===== config.mk =====
export PLATFORM = sky130hd
export DESIGN_NAME = bnn_stream_host
export DESIGN_NICKNAME = d
export VERILOG_FILES = /design/src/rtl/bnn_pkg.sv /design/src/rtl/bnn_stream_host.sv
export SDC_FILE = /design/constraint.sdc
export NUM_CORES = 1
export LEC_CHECK = 0
export ABC_AREA = 1
export CAP_MARGIN = 10
export CORE_MARGIN = 1.5
export CORE_UTILIZATION = 45
export CTS_BUF_LIST = sky130_fd_sc_hd__clkbuf_2 sky130_fd_sc_hd__clkbuf_4 sky130_fd_sc_hd__clkbuf_8
export CTS_CLUSTER_SIZE = 25
export DETAILED_ROUTE_END_ITERATION = 16
export PLACE_DENSITY = 0.78
export REMOVE_ABC_BUFFERS = 1
export SLEW_MARGIN = 20
export SYNTH_ARGS = -nofsm -noshare
export SYNTH_HDL_FRONTEND = slang
export SYNTH_SLANG_ARGS = --single-unit

===== constraint.sdc =====
create_clock -name clk -period 1.6 [get_ports clk]
set_clock_uncertainty 0.1 [all_clocks]
set_input_delay 0.4 -clock clk [delete_from_list [all_inputs] [get_ports clk]]
set_output_delay 0.4 -clock clk [all_outputs]
set_load 0.02 [all_outputs]

===== src/rtl/bnn_pkg.sv =====
// Shared types and widths for the bnn streaming host.
package bnn_pkg;

  typedef enum logic [2:0] {
    LOAD,
    START,
    WAIT_BUSY,
    WAIT_DONE,
    RD_ADDR,
    RD_WAIT,
    OUT
  } host_state_t;

  localparam int ACT_W  = 16;
  localparam int ADDR_W = 7;
  localparam int BETA_W = 3;

endpackage


===== src/rtl/bnn_stream_host.sv =====
// Stream front/back end for the bnn core: loads one activation frame, starts the core,
// then reads the result words back out on a valid/ready stream.
module bnn_stream_host
  import bnn_pkg::*;
#(
  parameter int N_IN       = 64,
  parameter int N_OUT      = 8,
  parameter int IN_BASE    = 0,
  parameter int OUT_BASE   = 64,
  parameter int RD_LATENCY = 2
) (
  input  logic              clk,
  input  logic              rst_n,
  input  logic [ACT_W-1:0]  in_data,
  input  logic              in_valid,
  output logic              in_ready,
  input  logic [BETA_W-1:0] beta_cfg,
  output logic [ACT_W-1:0]  out_data,
  output logic              out_valid,
  input  logic              out_ready,
  output logic              busy,
  output logic              bnn_start,
  output logic [BETA_W-1:0] bnn_beta,
  output logic [ACT_W-1:0]  bnn_data,
  output logic [ADDR_W-1:0] bnn_addr_wr,
  output logic              bnn_enb_wr,
  output logic [ADDR_W-1:0] bnn_addr_rd,
  input  logic [ACT_W-1:0]  bnn_act_out,
  input  logic              bnn_done
);

  if (N_IN < 1 || N_IN > 128) begin : g_chk_n_in
    $fatal(1, "bnn_stream_host: N_IN must be within 1..128");
  end
  if (N_OUT < 1 || N_OUT > 128) begin : g_chk_n_out
    $fatal(1, "bnn_stream_host: N_OUT must be within 1..128");
  end
  if (RD_LATENCY < 0 || RD_LATENCY > 7) begin : g_chk_lat
    $fatal(1, "bnn_stream_host: RD_LATENCY must fit the 3-bit latency counter");
  end

  localparam logic [ADDR_W-1:0] IN_BASE_A  = ADDR_W'(IN_BASE);
  localparam logic [ADDR_W-1:0] OUT_BASE_A = ADDR_W'(OUT_BASE);
  localparam logic [7:0]        W_LAST     = 8'(N_IN - 1);
  localparam logic [7:0]        W_END      = 8'(N_IN);
  localparam logic [7:0]        R_LAST     = 8'(N_OUT - 1);
  localparam logic [2:0]        LAT        = 3'(RD_LATENCY);

  host_state_t       state_q, state_d;
  logic [7:0]        wcnt_q, wcnt_d;
  logic [7:0]        rcnt_q, rcnt_d;
  logic [2:0]        lcnt_q, lcnt_d;
  logic              in_ready_q, in_ready_d;
  logic [ACT_W-1:0]  out_data_q, out_data_d;
  logic              out_valid_q, out_valid_d;
  logic              start_q, start_d;
  logic [BETA_W-1:0] beta_q, beta_d;
  logic [ACT_W-1:0]  wdata_q, wdata_d;
  logic [ADDR_W-1:0] addr_wr_q, addr_wr_d;
  logic              enb_wr_q, enb_wr_d;
  logic [ADDR_W-1:0] addr_rd_q, addr_rd_d;

  always_ff @(posedge clk or negedge rst_n) begin
    if (!rst_n) begin
      state_q     <= LOAD;
      wcnt_q      <= '0;
      rcnt_q      <= '0;
      lcnt_q      <= '0;
      in_ready_q  <= 1'b0;
      out_data_q  <= '0;
      out_valid_q <= 1'b0;
      start_q     <= 1'b0;
      beta_q      <= '0;
      wdata_q     <= '0;
      addr_wr_q   <= IN_BASE_A;
      enb_wr_q    <= 1'b0;
      addr_rd_q   <= OUT_BASE_A;
    end else begin
      state_q     <= state_d;
      wcnt_q      <= wcnt_d;
      rcnt_q      <= rcnt_d;
      lcnt_q      <= lcnt_d;
      in_ready_q  <= in_ready_d;
      out_data_q  <= out_data_d;
      out_valid_q <= out_valid_d;
      start_q     <= start_d;
      beta_q      <= beta_d;
      wdata_q     <= wdata_d;
      addr_wr_q   <= addr_wr_d;
      enb_wr_q    <= enb_wr_d;
      addr_rd_q   <= addr_rd_d;
    end
  end

  always_comb begin
    state_d     = state_q;
    wcnt_d      = wcnt_q;
    rcnt_d      = rcnt_q;
    lcnt_d      = lcnt_q;
    in_ready_d  = in_ready_q;
    out_data_d  = out_data_q;
    out_valid_d = out_valid_q;
    start_d     = 1'b0;
    beta_d      = beta_q;
    wdata_d     = wdata_q;
    addr_wr_d   = addr_wr_q;
    enb_wr_d    = 1'b0;
    addr_rd_d   = addr_rd_q;

    case (state_q)
      LOAD: begin
        // wcnt==N_IN is the cycle the last write is presented to the bnn input register;
        // start is raised so it lands one cycle after that write.
        if (wcnt_q == W_END) begin
          in_ready_d = 1'b0;
          start_d    = 1'b1;
          state_d    = START;
        end else begin
          in_ready_d = bnn_done;
          if (in_valid && in_ready_q) begin
            wdata_d   = in_data;
            addr_wr_d = IN_BASE_A + wcnt_q[ADDR_W-1:0];
            enb_wr_d  = 1'b1;
            wcnt_d    = wcnt_q + 8'd1;
            if (wcnt_q == 8'd0) begin
              beta_d = beta_cfg;
            end
            if (wcnt_q == W_LAST) begin
              in_ready_d = 1'b0;
            end
          end
        end
      end
      START: begin
        state_d = WAIT_BUSY;
      end
      WAIT_BUSY: begin
        if (!bnn_done) begin
          state_d = WAIT_DONE;
        end
      end
      WAIT_DONE: begin
        if (bnn_done) begin
          state_d = RD_ADDR;
        end
      end
      RD_ADDR: begin
        addr_rd_d = OUT_BASE_A + rcnt_q[ADDR_W-1:0];
        lcnt_d    = '0;
        state_d   = RD_WAIT;
      end
      RD_WAIT: begin
        if (lcnt_q == LAT) begin
          out_data_d  = bnn_act_out;
          out_valid_d = 1'b1;
          state_d     = OUT;
        end else begin
          lcnt_d = lcnt_q + 3'd1;
        end
      end
      OUT: begin
        if (out_valid_q && out_ready) begin
          out_valid_d = 1'b0;
          if (rcnt_q == R_LAST) begin
            rcnt_d     = '0;
            wcnt_d     = '0;
            in_ready_d = bnn_done;
            state_d    = LOAD;
          end else begin
            rcnt_d  = rcnt_q + 8'd1;
            state_d = RD_ADDR;
          end
        end
      end
      default: begin
        state_d = LOAD;
      end
    endcase
  end

  assign in_ready    = in_ready_q;
  assign out_data    = out_data_q;
  assign out_valid   = out_valid_q;
  assign busy        = (state_q != LOAD) || (wcnt_q != 8'd0);
  assign bnn_start   = start_q;
  assign bnn_beta    = beta_q;
  assign bnn_data    = wdata_q;
  assign bnn_addr_wr = addr_wr_q;
  assign bnn_enb_wr  = enb_wr_q;
  assign bnn_addr_rd = addr_rd_q;

endmodule


==> out/metrics.csv <==
metric,value,unit
status,"finished, violations left",
failing checks,setup timing,
Num Clock Sinks,75,
number of global-route vias before repair,3241,
Slew Limit Fails,0,
Worst-path clk slew,0.08,ns
Clk network pwr share,16.1,%
Post-Syn Instances,427,
max-cap violations,0,
WS Path Type,flop to output pin,
placed cell count,654,
Port-buffer cells,93,
f_max,529,MHz
Synth top area share,53.8,%
NumNets Final,634,
Filler Cell Count,531,
leading area contributor after synthesis,dfrtp_1,
Clock Path Buffers,2,
DRT iter0 DRCs,229,
core area,0.00733,mm2
clock latency at the later pin of the worst-skew pair,0.35,ns
hold depth,2,
Worst Path Max Fanout,2,
maximum VDD drop,804,uV
Post-DRT Antenna Nets,0,
Yosys warnings,0,
DP HPWL,5.92,mm
WL final,9.56,mm
grt met1 use,29.4,%
GRT Residual Overflow,0,
fraction of layout cells with a size suffix above 1,21.4,%
filler-free cell count of the finished design,693,
M3 GR Usage,3.70,%
area grow syn2layout,54.8,%
root buffer cell,clkbuf_8,
Static Leak,0.00270,uW
hold endpoint,out_data[2],
pin count of the biggest net entering global routing,76,
Critical R2R Capture,bnn_addr_wr[4],
"Hold Violations, Final",0,
RD Place Congestion,0.841,
switching share of total power,41.7,%
worst slew pin tran,0.408,ns
"Req. time, crit path",1.10,ns
part of the Yosys area used for sequential elements,54.6,%
number of synthesized register bits,75,
cell internal pwr,5250,uW
Die H,90.4,um
GR peak layer,met2,
worst setup margin,-0.290,ns
r2r setup slk,-0.20,ns
fin crit period,1.89,ns
Diodes inserted,0,
Final Setup Violations,34,
worst reg-to-reg path cell count,13,
worst hold start,out_data[2],
met2 Use GR,39.8,%
total power,9020,uW
initial antenna violation count,0,
die footprint,0.00818,mm2
"Cell Area, Synth",0.00344,mm2
CP startpoint kind,flop,
Switch Pwr,3760,uW
post-DR vias/cell,4.89,
# IOs,94,
Wirelength per Cell,13.8,um
ranking of synthesized cells by area,"dfrtp_1, nand2_1, inv_1",
Gate power share,51.3,%
Die Width,90.4,um
htree depth,3,
fin crit share,118,%
floorplan row count,31,
reg-to-reg startpoint,wcnt_q[1],
max_slew headroom,72.8,%
total track usage,23.2,%
CTS tree,built,
Power Dens Cells,1690,mW/mm2
first-pass GRT wire length,15.3,mm
Seq pwr share,32.5,%
CP Capture Type,output pin,
Yosys cell types,28,
Hold Crit Class,flop to flop,
routed vias,3390,
First-pass DRT Iterations,4,
Post-Synthesis Mean Instance Area,8.06,um2
TritonCTS Buffers,9,
CP Data Arrival Time,1.39,ns
post-route DRC violation count,0,
pre-CTS setup slack,-0.342,ns
RSZ-0062 raised after global routing,true,
Initial Utilization,46.9,%
## synth_stat cells
library cell and number:
buf_4 3, o21ai_1 7, nor3_1 4, nand2_4 1, o21ai_0 19, a22oi_1 1, nor2_2 1, clkbuf_1 1
nand2_2 5, o21bai_1 1, buf_2 4, dfstp_2 1, inv_4 1, nand3_2 1, o31ai_1 1, xor2_1 5
a21oi_1 2, ha_1 5, dfrtp_1 74, nand2_1 196, nand3_1 19, nand4_1 3, inv_2 4, buf_6 1
nor2_4 4, xnor2_1 1, nor2_1 31, inv_1 31
## what timing repair did
action                                 4_1_cts  5_1_grt
setup endpoints to repair                   92       54
cloned                                       2        0
endpoints found under the hold margin       74        0
gates resized for setup                     79       44
pin swaps                                    7       16
buffers inserted                            12        9
hold buffers                                 1        0
## metal layers
metal	routed length [um]	up-vias
met3	470	9
met4	121	0
met1	4000	1631
met5	0	-
li1	-	1647
met2	4970	103
## state kept, by name (all words and copies together), names as in the netlist
name         flops
bnn_data        16
out_data        16
rcnt_q           8
wcnt_q           8
bnn_addr_rd      7
bnn_addr_wr      7
bnn_beta         3
lcnt_q           3
state_q          3
bnn_enb_wr       1
bnn_start        1
in_ready         1
out_valid        1
## layout by cell type (no fill, tap or decap), types with 6 or more instances in the layout
cell type and n:
o21ai_0 15, buf_6 7, inv_2 6, dfrtp_1 74
o21ai_1 8, nand2_1 191, inv_1 28, nand3_1 17
nor2_1 23, dlygate4sd2_1 43, nor2_4 8, clkdlybuf4s50_1 38
clkdlybuf4s15_1 9, buf_4 54, clkbuf_8 9
## final cells by class
type	count	area [um2]	area share (%)
Timing Repair Buffer	160	1490	27.9
Inverter	36	150	2.82
Clock inverter	7	68.8	1.29
Sequential cell	75	1880	35.3
Clock buffer	9	124	2.33
Multi-Input combinational cell	307	1490	28.1
Tap cell	99	124	2.33
## worst max-delay path, cell delays in order (launching register included)
cell,delay [ns]
dfrtp_1,0.40
inv_2,0.09
ha_4,0.15
nand2_4,0.05
nor2_4,0.09
nand4_1,0.09
buf_4,0.17
## cells by family (layout without fill, tap and decap cells)
logic type / after synthesis / after routing / share of synthesized area, %
simple gates: 265 / 265 / 31.7
flops: 75 / 75 / 54.6
buf+inv: 45 / 212 / 5.67
compound gates: 31 / 31 / 4.73
xor+xnor: 6 / 6 / 1.53
fa+ha+maj: 5 / 5 / 1.82
## power by group through the flow
| stage | clock [uW] | combinational [uW] | sequential, uW |
|---|---|---|---|
| detailed placement | 0 | 4060 | 2950 |
| global route | 1580 | 5040 | 3000 |
| floorplan | 0 | 1490 | 3540 |
| finish | 1460 | 4630 | 2930 |
| CTS | 1470 | 4140 | 2910 |
| global placement | 0 | 3970 | 2920 |
## worst max path at each step
stage              start         to  slack, ns  depth (start not counted)
2_1_floorplan  wcnt_q[0]  wcnt_q[0]      -0.11                         11
3_3_place_gp   wcnt_q[0]       busy      -0.30                          6
3_5_place_dp   wcnt_q[0]       busy      -0.34                          6
4_1_cts        wcnt_q[0]       busy      -0.28                          6
5_1_grt        wcnt_q[1]       busy      -0.35                          6
6_report       wcnt_q[1]       busy      -0.29                          6
## metrics by stage
step           TNS, ns  instance area [um2]  hold slack [ns]  util (%)
2_1_floorplan    -2.19                 3380          0.00441         -
3_3_place_gp     -4.48                 4800            0.355      65.5
5_1_grt          -7.74                 5330            0.396      72.6
3_5_place_dp     -6.60                 4800            0.361      65.5
6_report         -4.41                 5330            0.371      72.6
4_1_cts          -3.72                 5140            0.374      70.1
(Power assumes the default switching activity.)
